`src/rtl/tx64_rx64_seq.sv`:
```
// Sends a 64-bit word as 8 UART bytes with an inter-byte gap and assembles 8 received bytes into a word.
// The first tx_start follows the trigger by one clock; RX discards a partial word after RX_TIMEOUT idle clocks.
module tx64_rx64_seq #(
    parameter int BYTE_GAP   = 28,
    parameter bit MSB_FIRST  = 1'b1,
    parameter int RX_TIMEOUT = 4340
) (
    input  logic        clk,
    input  logic        rst_n,
    input  logic        manual_start,
    input  logic [63:0] data_in_64,
    output logic        tx_start,
    output logic [7:0]  tx_byte,
    input  logic        tx_done,
    input  logic        rx_valid,
    input  logic [7:0]  rx_byte,
    output logic        tx_busy,
    output logic        tx_frame_done,
    output logic [63:0] data_out_64,
    output logic        out_valid,
    output logic        rx_err
);
    typedef enum logic [1:0] {S_IDLE, S_SEND, S_WAIT, S_GAP} tx_state_t;

    localparam int GW = (BYTE_GAP > 1) ? $clog2(BYTE_GAP) : 1;
    localparam int TW = (RX_TIMEOUT > 1) ? $clog2(RX_TIMEOUT) : 1;

    tx_state_t   state_q, state_d;
    logic        start_q;
    logic [63:0] sh_q, sh_d;
    logic [2:0]  byte_cnt_q, byte_cnt_d;
    logic [GW-1:0] gap_q, gap_d;
    logic        busy_q, busy_d;
    logic        fdone_q, fdone_d;

    logic [63:0] asm_q, asm_d;
    logic [63:0] dout_q, dout_d;
    logic [2:0]  rx_cnt_q, rx_cnt_d;
    logic [TW-1:0] tmr_q, tmr_d;
    logic        ov_q, ov_d;
    logic        err_q, err_d;

    logic trig;
    assign trig = manual_start && !start_q;

    // The shift register always presents the next byte at one end, so tx_byte is just a slice of it.
    assign tx_start      = (state_q == S_SEND);
    assign tx_byte       = MSB_FIRST ? sh_q[63:56] : sh_q[7:0];
    assign tx_busy       = busy_q;
    assign tx_frame_done = fdone_q;
    assign data_out_64   = dout_q;
    assign out_valid     = ov_q;
    assign rx_err        = err_q;

    always_comb begin
        state_d    = state_q;
        sh_d       = sh_q;
        byte_cnt_d = byte_cnt_q;
        gap_d      = gap_q;
        busy_d     = busy_q;
        fdone_d    = 1'b0;
        unique case (state_q)
            S_IDLE: begin
                if (trig) begin
                    sh_d       = data_in_64;
                    byte_cnt_d = 3'd0;
                    busy_d     = 1'b1;
                    state_d    = S_SEND;
                end
            end
            S_SEND: state_d = S_WAIT;
            S_WAIT: begin
                if (tx_done) begin
                    byte_cnt_d = byte_cnt_q + 3'd1;
                    sh_d       = MSB_FIRST ? {sh_q[55:0], 8'h00} : {8'h00, sh_q[63:8]};
                    gap_d      = '0;
                    if (byte_cnt_q == 3'd7) begin
                        state_d = S_IDLE;
                        busy_d  = 1'b0;
                        fdone_d = 1'b1;
                    end else if (BYTE_GAP == 0) begin
                        state_d = S_SEND;
                    end else begin
                        state_d = S_GAP;
                    end
                end
            end
            S_GAP: begin
                if (gap_q == GW'(BYTE_GAP - 1)) begin
                    state_d = S_SEND;
                end else begin
                    gap_d = gap_q + 1'b1;
                end
            end
            default: state_d = S_IDLE;
        endcase
    end

    // A byte arriving on the timeout cycle wins over the discard.
    always_comb begin
        asm_d    = asm_q;
        dout_d   = dout_q;
        rx_cnt_d = rx_cnt_q;
        tmr_d    = tmr_q;
        ov_d     = 1'b0;
        err_d    = 1'b0;
        if (rx_valid) begin
            asm_d    = MSB_FIRST ? {asm_q[55:0], rx_byte} : {rx_byte, asm_q[63:8]};
            rx_cnt_d = rx_cnt_q + 3'd1;
            tmr_d    = '0;
            if (rx_cnt_q == 3'd7) begin
                dout_d = asm_d;
                ov_d   = 1'b1;
            end
        end else if (rx_cnt_q != 3'd0) begin
            if (tmr_q == TW'(RX_TIMEOUT - 1)) begin
                rx_cnt_d = 3'd0;
                asm_d    = '0;
                tmr_d    = '0;
                err_d    = 1'b1;
            end else begin
                tmr_d = tmr_q + 1'b1;
            end
        end
    end

    always_ff @(posedge clk or negedge rst_n) begin
        if (!rst_n) begin
            state_q    <= S_IDLE;
            start_q    <= 1'b0;
            sh_q       <= '0;
            byte_cnt_q <= '0;
            gap_q      <= '0;
            busy_q     <= 1'b0;
            fdone_q    <= 1'b0;
            asm_q      <= '0;
            dout_q     <= '0;
            rx_cnt_q   <= '0;
            tmr_q      <= '0;
            ov_q       <= 1'b0;
            err_q      <= 1'b0;
        end else begin
            state_q    <= state_d;
            start_q    <= manual_start;
            sh_q       <= sh_d;
            byte_cnt_q <= byte_cnt_d;
            gap_q      <= gap_d;
            busy_q     <= busy_d;
            fdone_q    <= fdone_d;
            asm_q      <= asm_d;
            dout_q     <= dout_d;
            rx_cnt_q   <= rx_cnt_d;
            tmr_q      <= tmr_d;
            ov_q       <= ov_d;
            err_q      <= err_d;
        end
    end
endmodule

```
`config.mk`:
```
export PLATFORM = sky130hd
export DESIGN_NAME = tx64_rx64_seq
export DESIGN_NICKNAME = d
export VERILOG_FILES = /design/src/rtl/tx64_rx64_seq.sv
export SDC_FILE = /design/constraint.sdc
export NUM_CORES = 1
export LEC_CHECK = 0
export ABC_AREA = 1
export CORE_ASPECT_RATIO = 0.5
export CORE_UTILIZATION = 25
export CTS_BUF_LIST = sky130_fd_sc_hd__clkbuf_4 sky130_fd_sc_hd__clkbuf_8
export CTS_CLUSTER_SIZE = 30
export DETAILED_ROUTE_END_ITERATION = 10
export PLACE_DENSITY_LB_ADDON = 0.08
export SLEW_MARGIN = 20
export SYNTH_ARGS = -nofsm -noshare
export SYNTH_HDL_FRONTEND = slang
export SYNTH_SLANG_ARGS = --single-unit
```
`constraint.sdc`:
```
create_clock -name clk -period 1.9 [get_ports clk]
set_input_delay 0.285 -clock clk [delete_from_list [all_inputs] [get_ports clk]]
set_output_delay 0.285 -clock clk [all_outputs]
set_load 0.005 [all_outputs]
```
==> out/qor.csv <==
metric;value;unit
io_buffer_count;153;
nets;1284;
max_slew_margin;70.5;%
crit_family;buffers and inverters;
rr_worst_depth;11;
clk-insertion-delay-late;0.54;ns
syn_inst;1030;
syn_area;9200;sq um
clockPowerShare;25.4;%
dieArea;37600;sq um
synth_nets;1118;
core;36000;sq um
fmax;561;MHz
grt_pass1_vias;7332;
final_cell_mix;nand2_1 (275), dfrtp_1 (215), o21ai_0 (189);
cts_tree;done;
routedWlPerCell;14.4;um
crit_chain;buf_4, ha_4, dlygate4sd2_1;
initial_core_util;25.5;%
dr.pass1.iters;4;
vias;7156;
fin_ws;0.118;ns
seqPwrFrac;39.6;%
crit_cells;3;
synth.distinct_cells;29;
grt_antenna_before_repair;0;
overflow;0;
status;finished clean;
antenna_cells;0;
r2r_end;sh_q[23];
initialDrtViolationCount;368;
cts-root-buf;clkbuf_8;
ff_latch_area;5380;sq um
hpwl;16000;um
fin_crit;1.78;ns
yosysSeqAreaShare;58.5;%
switching_power;6060;uW
p_int;12000;uW
synth_warnings;0;
ioPinCount;154;
switching_share;33.6;%
grt_max_degree;80;
fin_skew;0.0197;ns
min-delay-start;manual_start;
comb_power_share;35.0;%
globalplace.congestion;0.789;
fill_cells;3729;
h-tree-depth;2;
critical_path.slowest_cell;dfrtp_1;
leakagePower;0.00561;uW
clk_pin_slew;0.06;ns
r2r_slack;0.18;ns
wl;24500;um
grt_pass1_wl;38900;um
crit_start;state_q[0];
rows;49;
final_antenna_net_count;0;
setup_viol;0;
syn_area_per_cell;8.93;sq um
placed_cell_area;11400;sq um
rsz0062_at_grt;false;
final_common_cell;nand2_1;
arrival;1.50;ns
vias_per_cell;4.20;
slowest_delay;0.39;ns
die_h;138;um
max_cap_violations;0;
area_growth;34.2;%
multi_input_area;3100;sq um
period_share;93.8;%
drive_gt1_share;11.9;%
worstSetupPathType;flip-flop to primary output;
cp-start-kind;flip-flop;
tightest_slew;0.441;ns
ir_drop;503;uV
endpoint;tx_start;
cp-end-kind;primary output;
clock_sinks;215;
hold_class;input port to flip-flop;
slew_violations;0;
clockBufferDepth;3;
path_max_fanout;3;
cp.required;1.62;ns
die_w;273;um
hold_viol_final;0;
power.density;1460;nW/um^2
design_area;12300;sq um
pre_cts_ws;0.0486;ns
cp_num_buf_inv;2;
fin_setup_tns;0;ns
drc;0;
grt_usage;13.1;%
cts_made_buffers;37;
synth_seq_cells;215;
rr_startpoint;state_q[0];
## cell usage after synthesis
cell        n  area [sq um]
o21ai_1     1          5.00
nor3_1      2          10.0
inv_2       4          15.0
nand2_2    12          75.1
clkbuf_1   34           128
nor2_2      1          6.26
o21ai_0   190           951
clkinv_1    1          3.75
a21oi_1     5          25.0
nand4_1     3          18.8
nand3_2     1          10.0
a31oi_1     1          6.26
xor2_1      4          35.0
nor2_1     32           120
o21ai_2     8          70.1
or2_2      17           106
nor2_4      1          11.3
dfrtp_1   215          5380
nand3_1    22           110
o211ai_1   40           300
o21bai_1    1          7.51
xnor2_1     1          8.76
nand2_1   277          1040
buf_4       8          60.1
buf_6       2          22.5
nand3b_1    2          15.0
ha_1       11           138
inv_1     119           447
buf_2      15          75.1
## what timing repair did
item	CTS	global route
hold endpoints to repair	66	0
buffers inserted	1	3
hold buffers	1	0
gates cloned	0	2
pin swaps	0	1
setup endpoints to repair	1	8
resized for setup	4	3
## per-stage QoR
stage	hold WS [ns]	utilization (%)	total power, uW	std cells
final	0.221	34.2	18100	1704
after global routing	0.165	34.2	19600	1704
after CTS	0.174	34.0	18100	1699
after detailed placement	0.227	31.7	13400	1634
after global placement	0.225	31.7	13300	1634
after floorplan	-0.0106	-	10400	1030
## sequential cells by signal, summed over array words and instances (netlist names), 2 cells and up
name         flops
data_out_64     64
sh_q            64
asm_q           56
tmr_q           13
gap_q            5
byte_cnt_q       3
rx_cnt_q         3
state_q          2
## per-layer routing
layer / track usage [%] / routed length, um / vias to the layer above
met5: 0 / 0 / -
li1: - / - / 3620
met1: 16.5 / 11200 / 3394
met3: 3.40 / 1010 / 37
met4: 3.48 / 398 / 0
met2: 22.2 / 11900 / 105
## how the worst min path moves through the flow
stage	slack [ns]	end	cells after the start
6_report	0.22	start_q	1
5_1_grt	0.17	start_q	1
4_1_cts	0.17	start_q	1
3_5_place_dp	0.23	tmr_q[7]	1
3_3_place_gp	0.23	tmr_q[7]	1
2_1_floorplan	-0.01	asm_q[0]	0
## power by group through the flow
stage	combinational (uW)	sequential [uW]	clock [uW]
after global placement	6020	7240	0
after detailed placement	6110	7260	0
final	6320	7160	4590
after CTS	6150	7190	4800
after global routing	7190	7390	5020
after floorplan	3260	7110	0
## logic make-up after synthesis
family / after synthesis / share of synthesized area, %
DFF: 215 / 58.5
adders and majority gates: 11 / 1.50
AOI/OAI and AO/OA: 246 / 14.8
xor gates and xnor gates: 5 / 0.476
buffers and inverters: 183 / 8.16
and+or+nand+nor: 370 / 16.6
## cell type report
cell class	instances	area share, %
Multi-Input combinational cell	632	25.1
Clock buffer	56	5.89
Clock inverter	7	0.537
Sequential cell	215	43.6
Tap cell	484	4.90
Inverter	124	3.79
Timing Repair Buffer	186	16.2
Power figures use the tool's default switching activity.
